### src/rtl/timer_arbiter.sv
// Two-requester interval timer: edge-detected requests queue one deep, round-robin grant, then a DUR_x-cycle run.
// Grant 2 edges after a request edge, END_x pulse 1 cycle after edge grant+DUR_x; no backpressure, excess edges dropped.
module timer_arbiter #(
    parameter int CNT_W = 26,
    parameter int DUR_1 = 25000000,
    parameter int DUR_2 = 50000000
) (
    input  logic       CLK,
    input  logic       RESET,
    input  logic       START_1,
    input  logic       START_2,
    input  logic       ABORT,
    output logic       END_1,
    output logic       END_2,
    output logic       BUSY,
    output logic [1:0] OWNER
);

    typedef enum logic [1:0] {
        S_IDLE = 2'd0,
        S_RUN  = 2'd1,
        S_DONE = 2'd2
    } state_t;

    localparam logic [CNT_W-1:0] LOAD_1 = CNT_W'(DUR_1 - 1);
    localparam logic [CNT_W-1:0] LOAD_2 = CNT_W'(DUR_2 - 1);

    state_t           r_state;
    logic [CNT_W-1:0] r_cnt;
    logic             r_start_1_q;
    logic             r_start_2_q;
    logic             r_pend_1;
    logic             r_pend_2;
    logic             r_last_2;
    logic             r_end_1;
    logic             r_end_2;
    logic             r_busy;
    logic [1:0]       r_owner;

    logic w_det_1;
    logic w_det_2;
    logic w_grant_1;
    logic w_grant_2;

    assign w_det_1 = START_1 & ~r_start_1_q;
    assign w_det_2 = START_2 & ~r_start_2_q;

    // r_last_2 set means requester 2 was served last, so requester 1 wins a tie
    assign w_grant_1 = (r_state == S_IDLE) & r_pend_1 & (~r_pend_2 | r_last_2);
    assign w_grant_2 = (r_state == S_IDLE) & r_pend_2 & (~r_pend_1 | ~r_last_2);

    always_ff @(posedge CLK or negedge RESET) begin
        if (!RESET) begin
            r_state     <= S_IDLE;
            r_cnt       <= '0;
            r_start_1_q <= 1'b0;
            r_start_2_q <= 1'b0;
            r_pend_1    <= 1'b0;
            r_pend_2    <= 1'b0;
            r_last_2    <= 1'b1;
            r_end_1     <= 1'b0;
            r_end_2     <= 1'b0;
            r_busy      <= 1'b0;
            r_owner     <= 2'b00;
        end else begin
            r_start_1_q <= START_1;
            r_start_2_q <= START_2;
            r_end_1     <= 1'b0;
            r_end_2     <= 1'b0;
            if (ABORT) begin
                r_state  <= S_IDLE;
                r_cnt    <= '0;
                r_pend_1 <= 1'b0;
                r_pend_2 <= 1'b0;
                r_busy   <= 1'b0;
                r_owner  <= 2'b00;
            end else begin
                // Grants only ever consume a flag that was already set, so set and clear never collide
                if (w_det_1 && !r_pend_1) begin
                    r_pend_1 <= 1'b1;
                end else if (w_grant_1) begin
                    r_pend_1 <= 1'b0;
                end
                if (w_det_2 && !r_pend_2) begin
                    r_pend_2 <= 1'b1;
                end else if (w_grant_2) begin
                    r_pend_2 <= 1'b0;
                end

                case (r_state)
                    S_IDLE: begin
                        if (w_grant_1) begin
                            r_state <= S_RUN;
                            r_cnt   <= LOAD_1;
                            r_owner <= 2'b01;
                            r_busy  <= 1'b1;
                        end else if (w_grant_2) begin
                            r_state <= S_RUN;
                            r_cnt   <= LOAD_2;
                            r_owner <= 2'b10;
                            r_busy  <= 1'b1;
                        end
                    end
                    S_RUN: begin
                        if (r_cnt == '0) begin
                            r_state <= S_DONE;
                            r_end_1 <= r_owner[0];
                            r_end_2 <= r_owner[1];
                        end else begin
                            r_cnt <= r_cnt - CNT_W'(1);
                        end
                    end
                    S_DONE: begin
                        r_state  <= S_IDLE;
                        r_owner  <= 2'b00;
                        r_busy   <= 1'b0;
                        r_last_2 <= r_owner[1];
                    end
                    default: begin
                        r_state <= S_IDLE;
                        r_owner <= 2'b00;
                        r_busy  <= 1'b0;
                    end
                endcase
            end
        end
    end

    assign END_1 = r_end_1;
    assign END_2 = r_end_2;
    assign BUSY  = r_busy;
    assign OWNER = r_owner;

endmodule

### config.mk
export PLATFORM = sky130hd
export DESIGN_NAME = timer_arbiter
export DESIGN_NICKNAME = d
export VERILOG_FILES = /design/src/rtl/timer_arbiter.sv
export SDC_FILE = /design/constraint.sdc
export NUM_CORES = 1
export LEC_CHECK = 0
export CORE_MARGIN = 2
export CORE_UTILIZATION = 55
export CTS_BUF_LIST = sky130_fd_sc_hd__clkbuf_16
export DETAILED_ROUTE_END_ITERATION = 6
export HOLD_SLACK_MARGIN = 0.15
export PLACE_DENSITY = 0.74
export SLEW_MARGIN = 20
export SYNTH_ARGS = -nofsm -noshare
export SYNTH_HDL_FRONTEND = slang
export SYNTH_SLANG_ARGS = --single-unit
### constraint.sdc
create_clock -name CLK -period 2.95 [get_ports CLK]
set_input_delay 0.4425 -clock CLK [delete_from_list [all_inputs] [get_ports CLK]]
set_output_delay 0.4425 -clock CLK [all_outputs]
set_load 0.02 [all_outputs]
==> results by group <==
Status
  • Status: finished clean

Routing
  • Pre-antenna DRT Iters: 4
  • Drt initial violations: between 300 and 400
  • Drt total wl: ~5400 µm
  • Vias/cell: slightly below 7
  • Antenna-violating nets left: 0
  • Via Count: between 1500 and 2000
  • Wire per inst: 18.7 µm
  • # DRC: 0

Power and ir drop
  • Tot Pwr: ~1.4 mW
  • Leak: 0.997 nW
  • PD cells: a little under 600 nW/µm²
  • Peak VDD IR: 0.298 mV

Critical path
  • Critical path depth: 7
  • Worst Path Arrival: 2670 ps
  • Reg2Reg Depth: 7
  • CP cell instances: inv_1 > ha_1 > nor3b_2 > and4_1 > nand4_4 > nand2_1 > mux2_2
  • CP top delay family: simple AND/OR/NAND/NOR gates
  • Required @ worst endpoint: around 3100 ps
  • CP Class: reg -> reg
  • Buffers & Inverters on Critical Path: 1
  • Crit-path slowest cell: and4_1
  • Critical Path End Type: flip-flop
  • Max incr delay on CP: between 500 and 600 ps
  • Crit start category: flip-flop
  • Worst-path fanout max: 10

Global route
  • GRT met2 Usage: 0.371
  • Global-route wire length before repair: between 8000 and 9000 µm
  • Top Usage Layer GRT: met1
  • Met1 usage: 0.396
  • Initial antenna violation count: 0
  • Met3 Use GR: 0.0583
  • Largest net degree at the start of global routing: 39
  • GR Util All Layers: 0.263
  • Vias in the first global route: approximately 1700
  • Remaining global-route overflow: 0

Min path
  • Hold Crit Class: in -> async

Placed design
  • Number of port buffers: 9
  • Final GP Congestion: a little over 0.9
  • Post-DP HPWL: 3550 µm

Synth
  • Yosys warning total: 0
  • Largest area contributor in the netlist: dfrtp_1
  • Syn_nets: ~240
  • Cells after synthesis: 233
  • Largest cells by area after synthesis: dfrtp_1, a21oi_1, o31ai_1
  • FF+latch count, synth: 38
  • Primary FF master, synth: dfrtp_1
  • Top cell type's share of synthesized area: 0.418
  • Synth top cells by count: dfrtp_1, nor2_1, a21oi_1
  • Most numerous cell in the Yosys netlist: dfrtp_1
  • Seq/Total Area, Yosys: 0.430
  • Syn Area/Cell: about 9.5 µm²
  • Post-synth EDFFs: 0
  • Synthesized cell area: 2210 µm²
  • Ys async rst share: 1.00
  • Synth cell types: 54

Timing
  • F_max: about 400 MHz
  • RSZ-0062 raised after global routing: false
  • Fin crit share: 0.849
  • Setup Skew: 4.02 ps
  • Final Setup Violations: 0
  • Rel. slew slack: 0.435
  • Final min period: between 2000 and 3000 ps
  • Final Hold Vio Count: 0
  • Setup TNS: 0 ps
  • Slew @ Worst Pin: around 850 ps
  • Final Max Tran Viols: 0

Clock network
  • Clock Path Buffers: 2
  • Clk root buf: clkbuf_16
  • Clock-pin slew on the worst setup and hold paths: approximately 60 ps
  • Hold buffers post-CTS: 0
  • CTS buffer count: 5
  • Sink Count: 38
  • H-tree depth: 2
  • Cts repair resizes: 0
  • Skew-Pair Late Insertion Delay: between 200 and 300 ps
  • Post-CTS setup buffer count: 0
  • CTS tree: done

Floorplan
  • Site Rows: 23
  • Full die area: approximately 4600 µm²
  • Die Ht: ~67 µm
  • Core Area: roughly 4000 µm²
  • Initial Utilization: 0.562
  • # IOs: 10
  • Die span in x: a little under 70 µm

Cells and area
  • Number of diodes: 0
  • Register Area: roughly 950 µm²
  • # nets final: approximately 240
  • Fillers: 320
  • Share of cells above drive strength 1: 0.134
  • Area of the multi-input gates: between 1000 and 1500 µm²
  • P&R area growth vs syn: 9.43%

Run
  • Maxcap violations: 0
==> where the power goes <==
group | total (mW) | switching, mW | internal (mW)
clock network | 0.515 | 0.210 | 0.306
registers | 0.626 | 0.0591 | 0.567
logic | 0.284 | 0.176 | 0.107
==> per-stage QoR <==
step | hold WS (ps) | cell area [µm²] | std cells | setup WS [ps] | utilization
global route | 341 | 2420 | 288 | 243 | 0.615
global placement | 484 | 2290 | 280 | 499 | 0.580
floorplan | 147 | 2210 | 233 | 842 | -
finish | 268 | 2420 | 288 | 446 | 0.615
detailed placement | 493 | 2290 | 280 | 468 | 0.580
CTS | 298 | 2420 | 288 | 455 | 0.615
==> path summary, 6_finish.rpt <==
path / startpoint / endpoint / slack [ps]
setup / recovery: r_cnt[0] / r_cnt[0] / 450
hold / removal: RESET / r_pend_2 / 270
setup reg to reg: r_cnt[0] / r_cnt[0] / 450
hold reg to reg: r_last_2 / r_last_2 / 500
max in group asynchronous: RESET / r_cnt[0] / 2160
min in group CLK: r_last_2 / r_last_2 / 500
==> sequential cells by signal, summed over array words and instances (netlist names) <==
register,cells
r_pend_2,1
r_start_2_q,1
OWNER,2
r_cnt,26
r_pend_1,1
r_start_1_q,1
r_last_2,1
BUSY,1
END_1,1
r_state,2
END_2,1
==> per-layer routing <==
layer	wire length, µm	share of wire	up-vias
met5	0	0	-
met4	116	0.022	0
met3	428	0.080	10
met2	2400	0.45	102
met1	2440	0.45	919
li1	-	-	906
==> logic make-up after synthesis <==
| kind of cell | count (synthesis) | synth area share |
|---|---|---|
| fa+ha+maj | 1 | 0.00565 |
| buf+inv | 27 | 0.0633 |
| mux | 1 | 0.00508 |
| compound gates | 76 | 0.239 |
| simple gates | 90 | 0.257 |
| flops | 38 | 0.430 |
==> layout by cell type (no fill, tap or decap), types with 2 or more instances in the layout <==
master	instances
nand3_1	8
o41ai_1	4
o31ai_1	10
nand4_1	3
nor2_1	16
or4_1	3
a21oi_1	15
a31oi_1	11
clkdlybuf4s50_1	8
buf_4	2
nand2_1	12
nor4_1	4
a311oi_1	7
a22o_1	3
clkbuf_16	5
nand2b_1	3
nand4_4	2
or2_2	6
a21o_1	2
o211ai_1	2
nor4_4	2
nor3_1	12
inv_2	2
or3_1	7
a211oi_1	3
dfrtp_1	37
inv_1	12
o21ai_0	9
==> cell type report <==
class                   count  area share
inverters                  13      0.0201
clock inverters             3     0.00516
flip-flops and latches     38       0.393
clock buffers               5      0.0516
multi-input cells         168       0.463
well taps                  50      0.0258
repair buffers             11      0.0413
(Power assumes the default switching activity.)
